**src/rtl/pwm_capture.sv**
```systemverilog
// PWM input-capture unit.
// Synchronises an asynchronous PWM line, then measures its period (rise to
// rise) and high time (rise to fall) in CLK cycles. One result is reported per
// complete period. A programmable timeout flags a line that has stopped
// toggling. Enable and IRQ-trigger behaviour match the companion PWM timer.
module pwm_capture #(
    parameter int unsigned SYNC_STAGES = 2,  // synchroniser depth, minimum 2
    parameter int unsigned CNT_W       = 32  // counter and result width
) (
    input  logic             CLK,
    input  logic             RSTN,
    input  logic             GO_EN,
    input  logic             PWM_IN,
    input  logic [CNT_W-1:0] TIMEOUT_CNT,
    output logic [CNT_W-1:0] PERIOD_CNT,
    output logic [CNT_W-1:0] HIGH_CNT,
    output logic             VALID,
    output logic             OVF,
    output logic             STUCK,
    output logic             STUCK_LVL,
    output logic             IRQ_TRG
);

    typedef enum logic [1:0] {
        ST_IDLE,  // disabled, counter frozen
        ST_ARM,   // enabled, waiting for the first rise
        ST_HIGH,  // measuring the high phase
        ST_LOW    // measuring the low phase, next rise closes the period
    } state_e;

    localparam logic [CNT_W-1:0] CNT_MAX = {CNT_W{1'b1}};
    localparam logic [CNT_W-1:0] CNT_ONE = {{(CNT_W-1){1'b0}}, 1'b1};

    // Input path
    logic [SYNC_STAGES-1:0] sync_q;
    logic                   pwm_s;
    logic                   pwm_d_q;
    logic                   rise;
    logic                   fall;

    // Enable edge detection
    logic                   go_en_d1_q;
    logic                   go_arm;

    // Measurement state
    state_e                 state_q;
    logic [CNT_W-1:0]       cnt_q;
    logic [CNT_W-1:0]       cnt_inc;
    logic                   cnt_at_max;
    logic                   timeout_hit;
    logic [CNT_W-1:0]       high_lat_q;

    // Registered outputs
    logic [CNT_W-1:0]       period_q;
    logic [CNT_W-1:0]       high_q;
    logic                   valid_q;
    logic                   ovf_q;
    logic                   stuck_q;
    logic                   stuck_lvl_q;
    logic                   stuck_d1_q;

    // Shift PWM_IN through the synchroniser and keep one extra delayed copy for edge detection.
    // NOTE: every clocked block uses non-blocking assignments so all flops
    // sample their inputs from before the edge, independent of statement order.
    always_ff @(posedge CLK or negedge RSTN) begin
        if (!RSTN) begin
            sync_q  <= '0;
            pwm_d_q <= 1'b0;
        end else begin
            sync_q  <= {sync_q[SYNC_STAGES-2:0], PWM_IN};
            pwm_d_q <= sync_q[SYNC_STAGES-1];
        end
    end

    assign pwm_s = sync_q[SYNC_STAGES-1];
    assign rise  = pwm_s & ~pwm_d_q;
    assign fall  = ~pwm_s & pwm_d_q;

    // Remember last cycle's GO_EN so only a genuine 0->1 transition re-arms.
    // NOTE: this flop resets to 1, so a GO_EN already high when reset releases
    // is not mistaken for a rising edge; the block waits in IDLE for a real one.
    always_ff @(posedge CLK or negedge RSTN) begin
        if (!RSTN) begin
            go_en_d1_q <= 1'b1;
        end else begin
            go_en_d1_q <= GO_EN;
        end
    end

    assign go_arm = GO_EN & ~go_en_d1_q;

    // Saturating increment and timeout compare; any edge in the compare cycle suppresses the timeout.
    assign cnt_at_max  = (cnt_q == CNT_MAX);
    assign cnt_inc     = cnt_at_max ? CNT_MAX : cnt_q + CNT_ONE;
    assign timeout_hit = (TIMEOUT_CNT != '0) && (cnt_q == TIMEOUT_CNT) && !(rise | fall);

    // Capture state machine: counts phases, publishes results and flags a stuck line.
    always_ff @(posedge CLK or negedge RSTN) begin
        if (!RSTN) begin
            state_q     <= ST_IDLE;
            cnt_q       <= '0;
            high_lat_q  <= '0;
            period_q    <= '0;
            high_q      <= '0;
            valid_q     <= 1'b0;
            ovf_q       <= 1'b0;
            stuck_q     <= 1'b0;
            stuck_lvl_q <= 1'b0;
            stuck_d1_q  <= 1'b0;
        end else begin
            valid_q    <= 1'b0;
            stuck_d1_q <= stuck_q;

            if (!GO_EN) begin
                state_q <= ST_IDLE;
            end else if (go_arm) begin
                // Edges seen in the arming cycle are deliberately ignored.
                state_q <= ST_ARM;
                cnt_q   <= '0;
                ovf_q   <= 1'b0;
                stuck_q <= 1'b0;
            end else if (state_q != ST_IDLE) begin
                // NOTE: the plain count below is the default; a later
                // non-blocking assignment to the same flop in this block wins.
                cnt_q <= cnt_inc;
                if (cnt_at_max) begin
                    ovf_q <= 1'b1;
                end

                if (timeout_hit) begin
                    stuck_q     <= 1'b1;
                    stuck_lvl_q <= pwm_s;
                    cnt_q       <= '0;
                    state_q     <= ST_ARM;
                end else begin
                    case (state_q)
                        ST_ARM: begin
                            // First rise starts a measurement; the partial period before it is dropped.
                            if (rise) begin
                                cnt_q   <= CNT_ONE;
                                state_q <= ST_HIGH;
                            end
                        end
                        ST_HIGH: begin
                            if (fall) begin
                                high_lat_q <= cnt_q;
                                state_q    <= ST_LOW;
                            end
                        end
                        ST_LOW: begin
                            // The closing rise is also cycle 1 of the next period.
                            if (rise) begin
                                period_q <= cnt_q;
                                high_q   <= high_lat_q;
                                valid_q  <= 1'b1;
                                cnt_q    <= CNT_ONE;
                                ovf_q    <= 1'b0;
                                stuck_q  <= 1'b0;
                                state_q  <= ST_HIGH;
                            end
                        end
                        default: begin
                        end
                    endcase
                end
            end
        end
    end

    assign PERIOD_CNT = period_q;
    assign HIGH_CNT   = high_q;
    assign VALID      = valid_q;
    assign OVF        = ovf_q;
    assign STUCK      = stuck_q;
    assign STUCK_LVL  = stuck_lvl_q;
    assign IRQ_TRG    = valid_q | (stuck_q & ~stuck_d1_q);

endmodule
```
**config.mk**
```make
export PLATFORM = sky130hd
export DESIGN_NAME = pwm_capture
export DESIGN_NICKNAME = d
export VERILOG_FILES = /design/src/rtl/pwm_capture.sv
export SDC_FILE = /design/constraint.sdc
export NUM_CORES = 1
export LEC_CHECK = 0
export ABC_CLOCK_PERIOD_IN_PS = 5450
export CAP_MARGIN = 10
export CORE_MARGIN = 4
export CORE_UTILIZATION = 45
export DETAILED_ROUTE_END_ITERATION = 7
export PLACE_DENSITY = 0.69
export RECOVER_POWER = 50
export SYNTH_ARGS = -nofsm -noshare
export SYNTH_HDL_FRONTEND = slang
export SYNTH_SLANG_ARGS = --single-unit
```
**constraint.sdc**
```tcl
create_clock -name CLK -period 5.45 [get_ports CLK]
set_input_delay 1.09 -clock CLK [delete_from_list [all_inputs] [get_ports CLK]]
set_output_delay 1.09 -clock CLK [all_outputs]
set_load 0.01 [all_outputs]
```
; Word-level counts from Yosys, hierarchy flattened
; Index checks and enable logic that the tools add are counted.
[totals]
input_bits = 36
out_inout_bits = 69
word_cells = 80
ff_bits = 139
[op_classes]
reduce_logical = 15
muxes = 30
bitwise = 12
n_eq_ne = 9
n_addsub = 1
[op_table]
columns = cell, n
row1 = $mux 32, 6
row2 = $add 32x1->32 const B, 1
row3 = $eq 32x32->1, 1
row4 = $eq 32x32->1 const B, 1
row5 = $reduce_bool 32->1, 1
row6 = $mux 1, 17
row7 = $mux 2, 6
row8 = $reduce_and 4->1, 3
row9 = $reduce_and 6->1, 2
row10 = $ne 5x2->1 const B, 2
row11 = $not 1->1, 6
row12 = $reduce_bool 3->1, 2
row13 = $ne 5x5->1 const B, 1
row14 = $and 1x1->1, 4
row15 = $eq 2x2->1 const B, 2
row16 = $pmux 2 s2, 1
row17 = $reduce_bool 2->1, 2
row18 = $ne 3x1->1 const B, 1
row19 = $eq 2x1->1 const B, 1
row20 = $logic_and 1x1->1, 2
row21 = $or 1x1->1, 2
row22 = $reduce_and 2->1, 1
row23 = $reduce_or 2->1, 1
row24 = $logic_not 1->1, 1

; Logic depth before layout (Yosys ltp)
; Gate-level depths: netlist of the first run.
[depth]
ltp_word = 9
ltp_mapped = 9
mapped_depth_nobuf = 7

; Worst setup path before layout of the first run
; No wires, ideal clock.
[synth_timing]
path_kind = in2reg
startpoint = input TIMEOUT_CNT[15]
endpoint = register high_q[10], in the netlist HIGH_CNT[10]
setup_time_ns = 0.127
path_buffers = 2
required_time_ns = 5.323
cell_stages = 7
arrival_time_ns = 2.865
setup_slack_ns = 2.458
cell_sequence = xor2_1 > or4_1 > nor4_4 > or3_1 > buf_4 > buf_6 > mux2_1
[synth_via]
elab_chain_cells = 5
word_cells_on_any_way = 6
cone_classes = eq/ne (1) / bitwise (1) / reduce/logical (4)
[synth_lines]
columns = element, line_no
row1 = "start, declared", 14  ; input logic [CNT_W-1:0] TIMEOUT_CNT,
row2 = $eq 32x32->1 or $reduce_bool 32->1 (tied branches), 95  ; assign timeout_hit = (TIMEOUT_CNT != '0) && (cnt_q == TIMEOUT_CNT) && !(rise | fall);
row3 = $logic_and 1x1->1 * (2 in series), 95
row4 = $not 1->1 (no line) *, n/a
row5 = $reduce_and 6->1 (no line) *, n/a
row6 = "end signal, assigned", 154  ; high_q <= high_lat_q;
row7 = "end, declared", 55  ; logic [CNT_W-1:0] high_q;
; Every way passes the cells marked *; elsewhere a longest branch is shown, timed or not.
; A chain may end at the register's enable or synchronous reset.

; Worst setup path after layout of the first run
[layout_timing]
startpoint = input TIMEOUT_CNT[30]
endpoint = register period_q[11], in the netlist PERIOD_CNT[11]
[layout_via]
elab_chain_cells = 5
word_cells_on_any_way = 6
cone_classes = eq/ne (1) / bitwise (1) / reduce/logical (4)
[layout_lines]
columns = element, line_no
row1 = $eq 32x32->1 or $reduce_bool 32->1 (tied branches), 95
row2 = $logic_and 1x1->1 * (2 in series), 95
row3 = $not 1->1 (no line) *, n/a
row4 = $reduce_and 6->1 (no line) *, n/a
row5 = "end signal, assigned", 153  ; period_q <= cnt_q;
row6 = "end, declared", 54  ; logic [CNT_W-1:0] period_q;
; Marks and branches as above.

==> impl_metrics.env, run 1 <==
export IMPL_wl_per_cell_um=19.0
export IMPL_power_density_nw_per_um2=280
export IMPL_max_cap_violations=0
export IMPL_cts_hold_buf=0
export IMPL_fin_worst_skew_ns=0.00822
export IMPL_setup_violations=0
export IMPL_dp_hpwl_um=11000
export IMPL_n_antenna_cell=0
export IMPL_crit_arrival_ns=4.35
export IMPL_first_iter_violations=489
export IMPL_drc=0
export IMPL_reg2reg_depth=8
export IMPL_syn_area_per_cell_um2=12.0
export IMPL_vdd_drop_max_mv=0.233
export IMPL_cts_buffers_inserted=17
export IMPL_cts_setup_buffers=0
export IMPL_syn_area_um2=6540
export IMPL_dieArea_um2=16500
export IMPL_post_cts_resized=0
export IMPL_rrSetupSlack_ns=2.06
export IMPL_cts_root_buffer="clkbuf_16"
export IMPL_slew_violations=0
export IMPL_die_w_um=129
export IMPL_clk_latency_ns=0.41
export IMPL_period_needed_ns=4.06
export IMPL_gp_congestion=0.962
export IMPL_rows=43
export IMPL_vias=4695
export IMPL_ant_nets=0
export IMPL_p_leak_nw=4.04
export IMPL_dr_pass1_iters=6
export IMPL_drive_above_1_share_pct=14.1
export IMPL_final_hold_violation_count=0
export IMPL_min_to="sync_q[1]"
export IMPL_clk_pin_slew_worst_paths_ns=0.05
export IMPL_worst_pin_slew_ns=1.06
export IMPL_post_route_period_util_pct=74.4
export IMPL_min_from="sync_q[0]"
export IMPL_synth_cell_types=48
export IMPL_startpoint="TIMEOUT_CNT[30]"
export IMPL_syn_inst=546
export IMPL_crit_path_end_kind="register"
export IMPL_htree_levels=4
export IMPL_synth_async_reset_ratio_pct=100
export IMPL_grt_pass1_vias=4923
export IMPL_seq_area_frac_synth_pct=53.2
export IMPL_synth_edf_count=0
export IMPL_port_buffers=104
export IMPL_synth_net_count=585
export IMPL_overflow=0
export IMPL_outcome="completed"
export IMPL_viasPerCell=5.68
export IMPL_die_y_um=129
export IMPL_ys_flop_type="dfrtp_1"
export IMPL_grt_max_degree=81
export IMPL_clockBufferDepth=2
export IMPL_routed_wl_um=15800
export IMPL_hold_slack_ns=0.359
export IMPL_final_nets=674
export IMPL_startpoint_type="primary input"
export IMPL_hold_depth=0
export IMPL_r2r_end="PERIOD_CNT[11]"
export IMPL_syn2layout_area_growth_pct=25.7
export IMPL_ys_warn_count=0
export IMPL_worst_path_max_fanout=33
export IMPL_crit_required_ns=5.74
export IMPL_grt_use_total_pct=20.0
export IMPL_core_um2=14000
export IMPL_initial_core_util_pct=46.6
export IMPL_rsz0062_at_grt="no"
export IMPL_cts_sinks=139
export IMPL_pin_count=105
export IMPL_setup_tns_ns=0
export IMPL_hold_path_class="reg -> reg"
export IMPL_ys_ff_latch=139
export IMPL_critPathKind="in -> reg"
export IMPL_reg2reg_from="cnt_q[13]"
export IMPL_relSlewSlack_pct=28.6
export IMPL_cts_tree="done"
export IMPL_grt_pass1_wl_um=25700
export IMPL_antenna_found_initial=0
export IMPL_fmaxAchievable_ghz=0.246
report_power, final:
group | internal, mW | switching [mW]
sequential | 1.04 | 0.0112
clock | 0.728 | 0.408
combinational | 0.0451 | 0.0716
total | 1.81 | 0.491
worst max-delay path by stage:
stage,endpoint,slack [ns],cells after the start
finish,PERIOD_CNT[11],1.39,9
CTS,HIGH_CNT[7],1.43,9
detailed placement,HIGH_CNT[15],1.05,9
global placement,HIGH_CNT[11],1.16,9
floorplan,HIGH_CNT[10],2.46,7
global route,PERIOD_CNT[11],1.29,9
through the flow:
step / worst slack (ns) / cells / util (%) / area (um2) / total power, mW
after global routing: 1.29 / 827 / 58.6 / 8220 / 2.39
final: 1.39 / 827 / 58.6 / 8220 / 2.30
after floorplan: 2.46 / 546 / - / 6540 / 1.11
after global placement: 1.16 / 796 / 54.4 / 7630 / 1.18
after detailed placement: 1.05 / 796 / 54.4 / 7630 / 1.19
after CTS: 1.43 / 827 / 58.6 / 8220 / 2.33
Yosys cell counts, drive strengths merged, types with 3 or more instances:
cell type,n,area (um2)
mux2,97,1090
nand2,33,124
nor4,19,155
inv,13,48.8
xor2,36,315
a22o,21,184
o21ai,19,95.1
nand3,21,105
ha,3,37.5
nand2b,3,18.8
nand4,13,87.6
nor3,9,45.0
and3,5,31.3
buf,23,156
and2,5,31.3
xnor2,4,35.0
o31ai,19,143
dfrtp,138,3450
clkbuf,17,63.8
nor2,18,67.6
a21o,5,37.5
critical path, cell delays in order:
cell and delay (ns):
clkdlybuf4s50_1 0.46, xor2_1 0.21, nor4_1 0.40, nand4_1 0.24, nor4_4 0.31, buf_4 0.37
or3_2 0.47, buf_4 0.41, mux2_1 0.36
placed cells by master (no fill, tap or decap), types with 3 or more instances in the layout:
master	n
dfrtp_1	138
clkdlybuf4s50_1	72
mux2_1	50
mux2_2	47
xor2_1	36
nand2_1	33
dlygate4sd3_1	31
nand3_1	21
a22o_1	21
o31ai_1	19
nor2_1	18
o21ai_0	17
clkbuf_16	17
nor4_1	16
inv_1	13
nand4_1	12
nor3_1	9
buf_4	6
and2_1	5
and3_1	5
a21o_1	5
clkbuf_8	5
xnor2_1	4
clkinv_2	4
nand2b_1	3
ha_1	3
logic make-up (layout without fill, tap and decap cells):
group / count (synthesis) / in the layout / synth area share (%)
adders and majority gates: 3 / 3 / 0.574
and+or+nand+nor: 134 / 134 / 11.1
AOI/OAI and AO/OA: 80 / 80 / 8.99
xor gates and xnor gates: 40 / 40 / 5.36
DFF: 139 / 139 / 53.2
muxes: 97 / 97 / 16.7
buffers and inverters: 53 / 154 / 4.11
state kept, by name, summed over array words and instances, names as in the netlist, 2 cells and up:
| register | count |
|---|---|
| sync_q | 2 |
| HIGH_CNT | 32 |
| PERIOD_CNT | 32 |
| cnt_q | 32 |
| high_lat_q | 32 |
| state_q | 2 |
final cells by class:
class,count,area (um2)
sequential,139,3480
clock buffer,24,502
clock inverter,7,87.6
timing repair buffer,110,1090
inverter,13,48.8
fill,1157,5820
multi-input combinational,354,2790
tap,180,225
routing by layer:
layer / track usage, % / vias to the layer above / share of wire (%)
met2: 32.6 / 184 / 49
met1: 25.4 / 2335 / 42
met3: 5.23 / 30 / 6.8
met4: 8.09 / 0 / 2.3
li1: - / 2146 / -
met5: 0 / - / 0
(Power assumes the default switching activity.)
==> inputs of run 2 (changes only) <==
- ABC_CLOCK_PERIOD_IN_PS: 5450 -> 3460
- PLACE_DENSITY: 0.69 -> 0.72
- clock period: 5.45 -> 3.46 ns (I/O delays scaled with it)
==> run 2 against run 1 <==
  * The run now ends with capacitance limit, slew limit left
  * Sequential cell count unchanged
  * Global-route usage increased by 0.67 points
  * First-iteration DRC count increased by 22%
  * Non-clock buffer count increased by 10
  * Combinational power increased by 69%
  * Worst setup slack got worse by 0.94 ns
  * Routed wire length increased by 2.2%
  * Utilization increased by 0.54 points
==> impl_metrics.env, run 2 (synthesized netlist as in run 1, its figures left out) <==
export IMPL_rsz0062_at_grt="no"
export IMPL_grt_pass1_vias=5099
export IMPL_placed_area_um2=7750
export IMPL_cts_root_buffer="clkbuf_16"
export IMPL_cpMostUsedCell="buf_4"
export IMPL_clk_latency_ns=0.42
export IMPL_p_leak_nw=4.09
export IMPL_routed_wl_um=16100
export IMPL_startpoint_type="primary input"
export IMPL_drc=0
export IMPL_grt_use_total_pct=20.6
export IMPL_vdd_drop_max_mv=0.264
export IMPL_max_cap_violations=1
export IMPL_design_area_um2=8300
export IMPL_final_hold_violation_count=0
export IMPL_setup_tns_ns=0
export IMPL_dieArea_um2=16500
export IMPL_initial_core_util_pct=46.6
export IMPL_clk_pin_slew_worst_paths_ns=0.05
export IMPL_slew_violations=108
export IMPL_final_nets=684
export IMPL_pin_count=105
export IMPL_crit_path_end_kind="register"
export IMPL_cts_hold_buf=0
export IMPL_fmaxAchievable_ghz=0.333
export IMPL_vias=4844
export IMPL_setup_violations=0
export IMPL_htree_levels=4
export IMPL_die_w_um=129
export IMPL_clockBufferDepth=2
export IMPL_rrSetupSlack_ns=0.69
export IMPL_cts_sinks=139
export IMPL_drive_above_1_share_pct=15.0
export IMPL_slowest_delay_ns=0.56
export IMPL_failed_checks="capacitance limit, slew limit"
export IMPL_grt_pass1_wl_um=26700
export IMPL_slowest_stage="clkdlybuf4s50_1"
export IMPL_outcome="complete, but fails checks"
export IMPL_n_antenna_cell=0
export IMPL_dp_hpwl_um=11300
export IMPL_final_cell_count_no_fill=838
export IMPL_ant_nets=0
export IMPL_path_cells="clkdlybuf4s50_1, xnor2_1, nand3_1, or4_1, nor4_4, buf_4, nor2_1, buf_4, a22o_1"
export IMPL_fin_worst_skew_ns=0.00760
export IMPL_dp_cells=806
export IMPL_power_density_nw_per_um2=431
export IMPL_relSlewSlack_pct=-74.1
export IMPL_crit_required_ns=3.76
export IMPL_antenna_found_initial=0
export IMPL_viasPerCell=5.78
export IMPL_grt_max_degree=108
export IMPL_port_buffers=104
export IMPL_worst_path_max_fanout=26
export IMPL_wl_per_cell_um=19.2
export IMPL_crit_arrival_ns=3.30
export IMPL_die_y_um=129
export IMPL_overflow=0
export IMPL_hold_slack_ns=0.351
export IMPL_hold_path_class="reg -> reg"
export IMPL_final_util_pct=59.1
export IMPL_critPathKind="in -> reg"
export IMPL_cts_setup_buffers=0
export IMPL_post_route_period_util_pct=86.8
export IMPL_mostFrequentLayoutCell="dfrtp_1"
export IMPL_period_needed_ns=3.00
export IMPL_worst_pin_slew_ns=2.61
export IMPL_first_iter_violations=596
export IMPL_dr_pass1_iters=5
export IMPL_syn2layout_area_growth_pct=26.9
export IMPL_post_cts_resized=0
export IMPL_cts_buffers_inserted=17
export IMPL_gp_congestion=0.902
export IMPL_core_um2=14000
export IMPL_cts_tree="done"
export IMPL_layout_common_cells="138 x dfrtp_1, 72 x clkdlybuf4s50_1, 50 x mux2_1"
export IMPL_rows=43
-- run 2: worst max-delay path: cells and delay by family --
kind,cells,cell delay [ns]
AO/OA/AOI/OAI,1,0.21
XOR/XNOR,1,0.14
buffers and inverters,3,1.13
AND/OR/NAND/NOR,4,1.12
-- run 2: layout make-up --
type                    count  area [um2]
clock buffers              24         472
clock inverters             8        92.6
fillers                  1135        5740
inverters                  13        48.8
multi-input cells         354        2790
flip-flops and latches    139        3480
well taps                 180         225
repair buffers            120        1190
-- run 2: layer usage --
metal / vias up / wire [um] / global-route usage, %
li1: 2174 / - / -
met1: 2416 / 6570 / 27.1
met2: 219 / 7940 / 33.3
met3: 35 / 1220 / 4.57
met4: 0 / 356 / 8.40
met5: - / 0 / 0
-- run 2: power breakdown --
group          switching, mW  internal (mW)  total (mW)
sequential            0.0125           1.64        1.65
combinational          0.122         0.0757       0.198
clock                  0.638           1.09        1.73
-- run 2: metrics by stage --
step	worst slack [ns]	power, mW
after floorplan	0.866	1.75
after global placement	0.157	1.87
after detailed placement	0.0757	1.88
after CTS	0.524	3.62
after global routing	0.188	3.71
final	0.458	3.58
-- run 2: final timing paths --
path / startpoint / endpoint / cells past startpoint
worst max-delay path: TIMEOUT_CNT[25] / cnt_q[9] / 9
worst min-delay path: sync_q[0] / sync_q[1] / 0
worst max register to register: sync_q[1] / cnt_q[9] / 9
worst min register to register: sync_q[0] / sync_q[1] / 0
max in group asynchronous: RSTN / PERIOD_CNT[26] / 2
min in group asynchronous: RSTN / HIGH_CNT[3] / 1
==> inputs of run 3 (changes only) <==
- CELL_PAD_IN_SITES_DETAIL_PLACEMENT: unset -> 1
- CELL_PAD_IN_SITES_GLOBAL_PLACEMENT: unset -> 1
- CORE_UTILIZATION: 45 -> 39
- PLACE_DENSITY: 0.72 -> unset
- PLACE_DENSITY_LB_ADDON: unset -> 0.1
==> run 3 against run 2 <==
  * The flow still finishes with violations (capacitance limit, slew limit)
  * Utilization is 7.9 points lower
  * Count of clock-buffer cells in the layout decreased by 2
  * Sequential power about the same
  * Die area is 14% higher
  * Non-clock buffer count grew 5
  * Critical path type unchanged
==> impl_metrics.env, run 3 (synthesized netlist as in run 1, its figures left out) <==
export IMPL_outcome="complete, but fails checks"
export IMPL_failed_checks="capacitance limit, slew limit"
export IMPL_cts_hold_buf=0
export IMPL_cpMostUsedCell="buf_4"
export IMPL_post_cts_resized=0
export IMPL_crit_arrival_ns=3.26
export IMPL_overflow=0
export IMPL_slowest_delay_ns=0.46
export IMPL_dieArea_um2=18900
export IMPL_placed_area_um2=7860
export IMPL_path_cells="clkdlybuf4s50_1, xor2_1, nor4_1, buf_4, nand4_1, nor4_4, buf_4, buf_4, o31ai_1, a22o_1"
export IMPL_max_cap_violations=1
export IMPL_post_route_period_util_pct=85.5
export IMPL_htree_levels=4
export IMPL_final_nets=689
export IMPL_use_met2_pct=32.2
export IMPL_grt_pass1_wl_um=28600
export IMPL_power_density_nw_per_um2=442
export IMPL_top_usage_layer="met2"
export IMPL_use_met3_pct=4.31
export IMPL_drive_above_1_share_pct=15.7
export IMPL_cts_setup_buffers=0
export IMPL_slowest_stage="clkdlybuf4s50_1"
export IMPL_cts_sinks=139
export IMPL_fin_worst_skew_ns=0.00759
export IMPL_crit_required_ns=3.76
export IMPL_dp_hpwl_um=12900
export IMPL_p_leak_nw=4.14
export IMPL_worst_pin_slew_ns=1.73
export IMPL_die_w_um=137
export IMPL_rsz0062_at_grt="no"
export IMPL_relSlewSlack_pct=-15.1
export IMPL_critPathKind="in -> reg"
export IMPL_met1_usage_pct=26.2
export IMPL_antenna_found_initial=0
export IMPL_ant_nets=0
export IMPL_p_int_mw=2.92
export IMPL_period_needed_ns=2.96
export IMPL_setup_violations=0
export IMPL_dr_pass1_iters=4
export IMPL_fill_cells=1723
export IMPL_viasPerCell=5.42
export IMPL_grt_use_total_pct=19.9
export IMPL_grt_max_degree=67
export IMPL_vias=4788
export IMPL_gp_congestion=0.839
export IMPL_net_switching_power_mw=0.821
export IMPL_drc=0
export IMPL_n_antenna_cell=0
export IMPL_rows=47
export IMPL_crit_path_end_kind="register"
export IMPL_cts_buffers_inserted=17
export IMPL_combPwrFrac_pct=5.3
export IMPL_pin_count=105
export IMPL_initial_core_util_pct=39.6
export IMPL_rrSetupSlack_ns=0.73
export IMPL_critPathTopFamily="buffers and inverters"
export IMPL_layout_common_cells="138 x dfrtp_1, 72 x clkdlybuf4s50_1, 50 x mux2_1"
export IMPL_grt_pass1_vias=5188
export IMPL_clk_latency_ns=0.42
export IMPL_first_iter_violations=267
export IMPL_routed_wl_um=17700
export IMPL_design_area_um2=8460
export IMPL_clk_pin_slew_worst_paths_ns=0.06
export IMPL_p_clk_share_pct=50.5
export IMPL_multi_input_area_um2=2790
export IMPL_worst_path_max_fanout=15
export IMPL_startpoint_type="primary input"
export IMPL_clockBufferDepth=2
export IMPL_fmaxAchievable_ghz=0.338
export IMPL_wl_per_cell_um=20.1
export IMPL_crit_buf_inv=4
export IMPL_core_um2=16500
export IMPL_die_y_um=137
export IMPL_vdd_drop_max_mv=0.321
export IMPL_syn2layout_area_growth_pct=29.4
export IMPL_cts_tree="done"
export IMPL_hold_path_class="reg -> reg"
export IMPL_switching_share_pct=21.9
export IMPL_area_sequential_um2=3480
export IMPL_final_hold_violation_count=0
export IMPL_cts_root_buffer="clkbuf_16"
export IMPL_slew_violations=66
export IMPL_power_frac_seq_pct=44.2
export IMPL_hold_slack_ns=0.348
export IMPL_mostFrequentLayoutCell="dfrtp_1"
export IMPL_port_buffers=104
export IMPL_setup_tns_ns=0
==> run 3: cell types whose count changed in the layout (fill, tap and decap cells not counted), sizes merged <==
cell    change
buf         +6
bufinv      +2
clkbuf      -3
==> run 3: path summary, 6_finish.rpt <==
path                                       from            to  depth (start not counted)
worst max-delay path            TIMEOUT_CNT[30]     cnt_q[26]                         10
worst max register to register        cnt_q[13]     cnt_q[26]                          9
max in group asynchronous                  RSTN     cnt_q[23]                          2
min in group asynchronous                  RSTN  HIGH_CNT[30]                          1
worst min register to register        sync_q[0]     sync_q[1]                          0
worst min-delay path                  sync_q[0]     sync_q[1]                          0
==> run 3: power by group through the flow <==
| stage | Sequential (mW) | Combinational [mW] | Clock [mW] |
|---|---|---|---|
| CTS | 1.65 | 0.203 | 1.95 |
| floorplan | 1.68 | 0.0737 | 0 |
| global placement | 1.68 | 0.198 | 0 |
| finish | 1.65 | 0.198 | 1.89 |
| global route | 1.66 | 0.218 | 2.01 |
| detailed placement | 1.68 | 0.202 | 0 |
==> run 3: layout make-up <==
class	count	area share, %
inverter	13	0.577
multi-input combinational	354	33.0
tap	220	3.25
clock buffer	22	5.25
sequential	139	41.1
timing repair buffer	125	14.8
clock inverter	10	1.98
==> run 3: routing by layer <==
metal	vias up	part of all wire, %
met1	2455	45
met3	29	3.9
met4	0	2.4
li1	2191	-
met2	113	49
met5	-	0
==> run 3: through the flow <==
step | cells | power, mW | utilization (%) | setup WS (ns)
6_report | 883 | 3.74 | 51.2 | 0.500
5_1_grt | 883 | 3.89 | 51.2 | 0.374
4_1_cts | 883 | 3.80 | 51.3 | 0.515
3_5_place_dp | 851 | 1.88 | 47.6 | 0.0987
3_3_place_gp | 851 | 1.88 | 47.6 | 0.165
2_1_floorplan | 546 | 1.75 | - | 0.866
